## src/rtl/ppu_pkg.sv

```systemverilog
// Shared PPU timing types: STAT mode encoding and default scanline geometry.
package ppu_pkg;

  typedef logic [1:0] ppu_mode_t;

  localparam ppu_mode_t MODE_HBLANK = 2'd0;
  localparam ppu_mode_t MODE_VBLANK = 2'd1;
  localparam ppu_mode_t MODE_OAM    = 2'd2;
  localparam ppu_mode_t MODE_DRAW   = 2'd3;

  localparam int unsigned DEF_DOTS_PER_LINE   = 456;
  localparam int unsigned DEF_LINES_PER_FRAME = 154;
  localparam int unsigned DEF_VISIBLE_LINES   = 144;
  localparam int unsigned DEF_OAM_DOTS        = 80;
  localparam int unsigned DEF_MODE3_MIN       = 172;
  localparam int unsigned DEF_MODE3_MAX       = 289;

endpackage

```

## src/rtl/ppu_dot_line_counter.sv

```systemverilog
// Dot/line position counters with wrap; advance or clear on qualified dots.
// Next position is exposed combinationally so the top can register outputs in lockstep.
module ppu_dot_line_counter
  import ppu_pkg::*;
#(
  parameter int unsigned DOTS_PER_LINE   = DEF_DOTS_PER_LINE,
  parameter int unsigned LINES_PER_FRAME = DEF_LINES_PER_FRAME
) (
  input  logic       clk_i,
  input  logic       reset_n_i,
  input  logic       adv_i,
  input  logic       clr_i,
  output logic [8:0] dot_o,
  output logic [8:0] nxt_dot_o,
  output logic [7:0] nxt_line_o,
  output logic       wrap_o
);

  localparam logic [8:0] DOT_LAST  = 9'(DOTS_PER_LINE - 1);
  localparam logic [7:0] LINE_LAST = 8'(LINES_PER_FRAME - 1);

  logic [8:0] dot_q, dot_d;
  logic [7:0] line_q, line_d;

  always_comb begin
    wrap_o     = (dot_q == DOT_LAST);
    nxt_dot_o  = wrap_o ? 9'd0 : dot_q + 9'd1;
    nxt_line_o = line_q;
    if (wrap_o) begin
      nxt_line_o = (line_q == LINE_LAST) ? 8'd0 : line_q + 8'd1;
    end
    dot_d  = dot_q;
    line_d = line_q;
    if (clr_i) begin
      dot_d  = 9'd0;
      line_d = 8'd0;
    end else if (adv_i) begin
      dot_d  = nxt_dot_o;
      line_d = nxt_line_o;
    end
  end

  always_ff @(posedge clk_i) begin
    if (!reset_n_i) begin
      dot_q  <= 9'd0;
      line_q <= 8'd0;
    end else begin
      dot_q  <= dot_d;
      line_q <= line_d;
    end
  end

  assign dot_o = dot_q;

endmodule

```

## src/rtl/ppu_timing_controller.sv

```systemverilog
// PPU mode sequencer: STAT mode, LY, LY==LYC and one-dot strobes, all registered.
// Outputs describe the position the counters hold; everything advances only on dot_en.
module ppu_timing_controller
  import ppu_pkg::*;
#(
  parameter int unsigned DOTS_PER_LINE   = DEF_DOTS_PER_LINE,
  parameter int unsigned LINES_PER_FRAME = DEF_LINES_PER_FRAME,
  parameter int unsigned VISIBLE_LINES   = DEF_VISIBLE_LINES,
  parameter int unsigned OAM_DOTS        = DEF_OAM_DOTS,
  parameter int unsigned MODE3_MIN       = DEF_MODE3_MIN,
  parameter int unsigned MODE3_MAX       = DEF_MODE3_MAX,
  parameter bit          LY153_QUIRK     = 1'b1
) (
  input  logic       clk_i,
  input  logic       reset_n_i,
  input  logic       dot_en_i,
  input  logic       ppu_enable_i,
  input  logic [7:0] lyc_i,
  input  logic       draw_done_i,
  output logic [1:0] mode_o,
  output logic [7:0] ly_o,
  output logic [8:0] dot_o,
  output logic       ly_compare_o,
  output logic       oam_scan_start_o,
  output logic       draw_start_o,
  output logic       hblank_start_o,
  output logic       frame_start_o,
  output logic       mode3_overrun_o
);

  localparam logic [8:0] OAM_END   = 9'(OAM_DOTS);
  localparam logic [8:0] M3_MIN    = 9'(MODE3_MIN);
  localparam logic [8:0] M3_MAX    = 9'(MODE3_MAX);
  localparam logic [7:0] VIS_LINES = 8'(VISIBLE_LINES);
  localparam logic [7:0] LAST_LINE = 8'(LINES_PER_FRAME - 1);
  localparam logic [8:0] QUIRK_DOT = 9'd4;

  logic       adv, clr, wrap;
  logic [8:0] nxt_dot;
  logic [7:0] nxt_line;

  ppu_mode_t  mode_q, mode_d;
  logic [7:0] ly_q, ly_d;
  logic [8:0] m3len_q, m3len_d;
  logic       first_line_q, first_line_d;
  logic       ly_cmp_q, ly_cmp_d;
  logic       oam_q, oam_d, draw_q, draw_d, hbl_q, hbl_d;
  logic       frame_q, frame_d, ovr_q, ovr_d;

  assign adv = dot_en_i & ppu_enable_i;
  assign clr = dot_en_i & ~ppu_enable_i;

  ppu_dot_line_counter #(
    .DOTS_PER_LINE  (DOTS_PER_LINE),
    .LINES_PER_FRAME(LINES_PER_FRAME)
  ) u_cnt (
    .clk_i     (clk_i),
    .reset_n_i (reset_n_i),
    .adv_i     (adv),
    .clr_i     (clr),
    .dot_o     (dot_o),
    .nxt_dot_o (nxt_dot),
    .nxt_line_o(nxt_line),
    .wrap_o    (wrap)
  );

  // Mode and strobes are decided for the position the counters are about to take.
  always_comb begin
    mode_d       = mode_q;
    ly_d         = ly_q;
    m3len_d      = m3len_q;
    first_line_d = first_line_q;
    ly_cmp_d     = ly_cmp_q;
    oam_d        = 1'b0;
    draw_d       = 1'b0;
    hbl_d        = 1'b0;
    frame_d      = 1'b0;
    ovr_d        = 1'b0;
    if (dot_en_i) begin
      ly_cmp_d = (ly_q == lyc_i);
      if (!ppu_enable_i) begin
        mode_d       = MODE_HBLANK;
        ly_d         = 8'd0;
        m3len_d      = 9'd0;
        first_line_d = 1'b1;
      end else begin
        if (wrap) first_line_d = 1'b0;
        ly_d = (LY153_QUIRK && nxt_line == LAST_LINE && nxt_dot >= QUIRK_DOT) ? 8'd0 : nxt_line;
        if (nxt_line >= VIS_LINES) begin
          mode_d  = MODE_VBLANK;
          frame_d = (nxt_line == VIS_LINES) && (nxt_dot == 9'd0);
        end else if (nxt_dot < OAM_END) begin
          mode_d = first_line_d ? MODE_HBLANK : MODE_OAM;
          oam_d  = (nxt_dot == 9'd0) && !first_line_d;
        end else if (nxt_dot == OAM_END) begin
          mode_d  = MODE_DRAW;
          draw_d  = 1'b1;
          m3len_d = 9'd1;
        end else if (mode_q == MODE_DRAW) begin
          if (m3len_q >= M3_MIN && draw_done_i) begin
            mode_d = MODE_HBLANK;
            hbl_d  = 1'b1;
          end else if (m3len_q >= M3_MAX) begin
            mode_d = MODE_HBLANK;
            hbl_d  = 1'b1;
            ovr_d  = 1'b1;
          end else begin
            m3len_d = m3len_q + 9'd1;
          end
        end
      end
    end
  end

  always_ff @(posedge clk_i) begin
    if (!reset_n_i) begin
      mode_q       <= MODE_HBLANK;
      ly_q         <= 8'd0;
      m3len_q      <= 9'd0;
      first_line_q <= 1'b1;
      ly_cmp_q     <= 1'b0;
      oam_q        <= 1'b0;
      draw_q       <= 1'b0;
      hbl_q        <= 1'b0;
      frame_q      <= 1'b0;
      ovr_q        <= 1'b0;
    end else begin
      mode_q       <= mode_d;
      ly_q         <= ly_d;
      m3len_q      <= m3len_d;
      first_line_q <= first_line_d;
      ly_cmp_q     <= ly_cmp_d;
      oam_q        <= oam_d;
      draw_q       <= draw_d;
      hbl_q        <= hbl_d;
      frame_q      <= frame_d;
      ovr_q        <= ovr_d;
    end
  end

  assign mode_o           = mode_q;
  assign ly_o             = ly_q;
  assign ly_compare_o     = ly_cmp_q;
  assign oam_scan_start_o = oam_q;
  assign draw_start_o     = draw_q;
  assign hblank_start_o   = hbl_q;
  assign frame_start_o    = frame_q;
  assign mode3_overrun_o  = ovr_q;

endmodule

```

## config.mk

```make
export PLATFORM = sky130hd
export DESIGN_NAME = ppu_timing_controller
export DESIGN_NICKNAME = d
export VERILOG_FILES = /design/src/rtl/ppu_pkg.sv /design/src/rtl/ppu_dot_line_counter.sv /design/src/rtl/ppu_timing_controller.sv
export SDC_FILE = /design/constraint.sdc
export NUM_CORES = 1
export LEC_CHECK = 0
export BUFFER_PORTS_ARGS = -buffer_cell sky130_fd_sc_hd__buf_4
export CAP_MARGIN = 10
export CORE_MARGIN = 3
export CORE_UTILIZATION = 55
export CTS_BUF_LIST = sky130_fd_sc_hd__clkbuf_4
export CTS_CLUSTER_SIZE = 25
export DETAILED_ROUTE_END_ITERATION = 10
export GPL_ROUTABILITY_DRIVEN = 0
export PLACE_DENSITY = 0.77
export SYNTH_ARGS = -nofsm -noshare
export SYNTH_HDL_FRONTEND = slang
export SYNTH_HIERARCHICAL = 1
export SYNTH_SLANG_ARGS = --single-unit
```

## constraint.sdc

```tcl
create_clock -name clk_i -period 6.1 [get_ports clk_i]
set_clock_uncertainty 0.1 [all_clocks]
set_input_delay 1.22 -clock clk_i [delete_from_list [all_inputs] [get_ports clk_i]]
set_output_delay 1.22 -clock clk_i [all_outputs]
set_load 0.1 [all_outputs]
```

==> impl_metrics.env <==
export IMPL_rr_endpoint="mode_o[1]$_SDFFE_PN0P_"
export IMPL_drc_errors=0
export IMPL_async_reset_ff_frac=0
export IMPL_status="finished, final reports clean"
export IMPL_netlist_top_cells_area="dfxtp_1 (31%), xor2_1 (4.5%), nand3_1 (4.4%), nand2_1 (4.4%), nor2_1 (3.4%)"
export IMPL_rsz0062_at_grt="no"
export IMPL_ys_warn_count=6
export IMPL_drv_slew=0
export IMPL_place_ws_ns=2.60
export IMPL_track_usage=0.227
export IMPL_multiInputGateArea_mm2=0.00172
export IMPL_cp_start_kind="flip-flop"
export IMPL_min_path_cells=2
export IMPL_areaGrowthSynthToFinish_pct=13.0
export IMPL_setup_viol=0
export IMPL_holdBufCountCts=0
export IMPL_p_leak_uw=0.00117
export IMPL_drt_initial_drc_count=224
export IMPL_synth_cells=331
export IMPL_tightest_slew_ns=0.992
export IMPL_vdd_drop_max_mv=0.100
export IMPL_io_pins=38
export IMPL_fillers=440
export IMPL_hold_start="ly_compare_o$_SDFFE_PN0P_"
export IMPL_path_clk_slew_ns=0.13
export IMPL_grt_pass1_wl_um=11100
export IMPL_crit_type="reg -> reg"
export IMPL_pwr_density_cell_mw_per_mm2=175
export IMPL_yosys_most_used_dff="dfxtp_1"
export IMPL_seqCellArea_um2=861
export IMPL_pwr_share_seq=0.520
export IMPL_postCtsSetupBuffers=0
export IMPL_htree_levels=2
export IMPL_synth_top_family_by_area="simple AND/OR/NAND/NOR gates"
export IMPL_setup_tns_ns=0
export IMPL_critPathLaunch="u_cnt/dot_o[0]$_SDFFE_PP0P_"
export IMPL_clk_latency_ns=0.35
export IMPL_grt_pass1_vias=2374
export IMPL_clock_fmax_ghz=0.281
export IMPL_p_switching_uw=121
export IMPL_cts_sinks=43
export IMPL_drt_pass1_iter_count=5
export IMPL_synth_mux_area_frac=0.0187
export IMPL_yosysUniqueCellTypes=65
export IMPL_max_cap_violations=0
export IMPL_drt_wirelength_per_cell_um=15.1
export IMPL_hp_class="reg -> reg"
export IMPL_yosysSeqAreaShare=0.315
export IMPL_pwr_share_clk=0.412
export IMPL_core_mm2=0.00475
export IMPL_yosys_area_top_type="dfxtp_1"
export IMPL_syn_num_nets=350
export IMPL_ctsRootBufferMaster="clkbuf_4"
export IMPL_p_int_uw=422
export IMPL_slew_headroom=0.332
export IMPL_avgSynthCellArea_um2=8.27
export IMPL_viasPerCell=5.98
export IMPL_switching_share=0.223
export IMPL_hold_end="ly_compare_o$_SDFFE_PN0P_"
export IMPL_portBuffers=37
export IMPL_numCtsBuffers=5
export IMPL_fp_dieArea_mm2=0.00586
export IMPL_via_count=2540
export IMPL_synth_fa_ha_area_frac=0.0274
export IMPL_dp_hpwl_um=4770
export IMPL_grt_max_degree=20
export IMPL_arrival_ns=3.72
export IMPL_required_ns=6.26
export IMPL_synth_xor_area_share=0.0576
export IMPL_ant_nets=0
export IMPL_synth_top_area_frac=0.315
export IMPL_synth_area_mm2=0.00274
export IMPL_die_y_um=76.5
export IMPL_reg2reg_from="u_cnt/dot_o[0]$_SDFFE_PP0P_"
export IMPL_clk_path_buf_depth=2
export IMPL_num_rows=25
export IMPL_synth_edf_count=0
export IMPL_cts_tree="yes"
export IMPL_postRouteWirelength_um=6430
export IMPL_num_antenna_cells=0
export IMPL_layout_drive_gt1_share=0.184
export IMPL_combPwrFrac=0.068
export IMPL_initial_core_util=0.576
export IMPL_critPathCaptureType="flip-flop"
export IMPL_grt_overflow_total=0
export IMPL_final_setup_worst_slack_ns=2.55
export IMPL_synth_compound_area_frac=0.204
export IMPL_antenna_found_initial=0
export IMPL_final_hold_viol_count=0
export IMPL_r2r_slack_ns=2.55
export IMPL_die_w_um=76.5
export IMPL_fin_crit_ns=3.55
export IMPL_ys_ff_latch=43
export IMPL_synthSimpleGateAreaFrac=0.319
export IMPL_r2r_cells=11
export IMPL_cts_resized=0
export IMPL_crit_fanout=13
export IMPL_final_nets=376
export IMPL_finalCritPeriodShare=0.583
-- final cells by class --
type,count,share of cell area
Inverter,13,0.0158
Clock buffer,5,0.0121
Clock inverter,3,0.0219
Sequential cell,43,0.278
Tap cell,67,0.0271
Multi-Input combinational cell,257,0.555
Timing Repair Buffer,37,0.0898
-- layout by cell type (no fill, tap or decap), types with 4 or more instances in the layout --
cell type	synthesis	final
a21o_1	5	5
and3_1	4	4
nand4_1	8	8
ha_1	6	6
a22oi_1	9	9
nor3_1	7	7
inv_1	13	13
clkbuf_4	0	5
nor4_1	7	7
nand2_1	32	32
and2_1	4	4
a31oi_1	8	8
or3_1	6	6
o21ai_0	9	9
nand3_1	24	24
o21ai_1	4	4
dfxtp_1	43	43
nand2b_1	4	4
nor2_1	25	25
xnor2_1	4	4
buf_4	2	37
a21oi_1	15	15
xor2_1	14	14
mux2i_1	4	4
-- power by group through the flow --
stage,clock [µW],sequential (µW),combinational [µW]
2_1_floorplan,0,292,20.5
3_3_place_gp,0,288,36.3
3_5_place_dp,0,288,36.7
4_1_cts,233,282,36.8
5_1_grt,243,282,40.2
6_report,224,282,36.9
-- Yosys cell counts (3+ instances only) --
library cell,instances
nand4_1,8
and2_1,4
nor2_1,25
inv_1,13
a21o_1,5
nor4_1,7
o21ai_1,4
clkbuf_1,6
nand2_1,32
o21ai_0,9
xor2_1,14
a21oi_1,15
a31oi_1,8
nor3_1,7
or3_1,6
dfxtp_1,43
a21oi_2,3
nand2b_1,4
and3_1,4
ha_1,6
a2bb2oi_1,3
xnor2_1,4
o31ai_1,3
o22ai_1,3
buf_6,4
buf_2,5
a22oi_1,9
o211ai_1,3
and4_1,3
mux2i_1,4
nand3_1,24
-- flip-flops by register name, indices dropped and copies added (netlist names) --
register and cells:
mode3_overrun_o 1, u_cnt/dot_o 9, draw_start_o 1, ly_compare_o 1, mode_o 2, u_cnt/line_q 8
hblank_start_o 1, frame_start_o 1, first_line_q 1, m3len_q 9, ly_o 8, oam_scan_start_o 1
-- layer usage --
| metal | part of all wire | GRT usage |
|---|---|---|
| met3 | 0.051 | 0.0366 |
| met1 | 0.45 | 0.303 |
| met4 | 0.0061 | 0.0507 |
| met5 | 0 | 0 |
| met2 | 0.49 | 0.384 |
-- how the worst max path moves through the flow --
stage,to,cells after the start
after floorplan,mode_o[0]$_SDFFE_PN0P_,13
after global placement,mode_o[0]$_SDFFE_PN0P_,11
after detailed placement,mode_o[1]$_SDFFE_PN0P_,11
after CTS,mode_o[1]$_SDFFE_PN0P_,11
after global routing,m3len_q[1]$_SDFFE_PN0P_,11
final,mode_o[1]$_SDFFE_PN0P_,11
-- through the flow --
| stage | power (µW) | utilization | hold slack (ns) | std cells | area (µm²) |
|---|---|---|---|---|---|
| 2_1_floorplan | 312 | - | 0.337 | 331 | 2740 |
| 3_3_place_gp | 324 | 0.628 | 0.347 | 417 | 2990 |
| 3_5_place_dp | 325 | 0.628 | 0.369 | 417 | 2990 |
| 4_1_cts | 552 | 0.650 | 0.390 | 425 | 3090 |
| 5_1_grt | 565 | 0.650 | 0.424 | 425 | 3090 |
| 6_report | 543 | 0.650 | 0.383 | 425 | 3090 |
-- cells by family (layout without fill, tap and decap cells) --
logic type / Yosys count / in the layout
multiplexers: 5 / 5
adder cells (fa/ha/maj): 6 / 6
AND/OR/NAND/NOR: 148 / 148
XOR/XNOR: 18 / 18
flip-flops: 43 / 43
buffers and inverters: 31 / 58
AO/OA/AOI/OAI: 80 / 80
-- critical path: stages (launching register included) --
cell and delay [ns]:
dfxtp_1 0.44, ha_1 0.28, and4_1 0.39, nand2_1 0.30, inv_1 0.39, o21ai_0 0.15
a21o_1 0.24, nor4_4 0.36, nand4_4 0.21, and2_4 0.24, a31o_2 0.27, mux2i_1 0.11
Note: power is estimated with default switching activity, not from simulation.
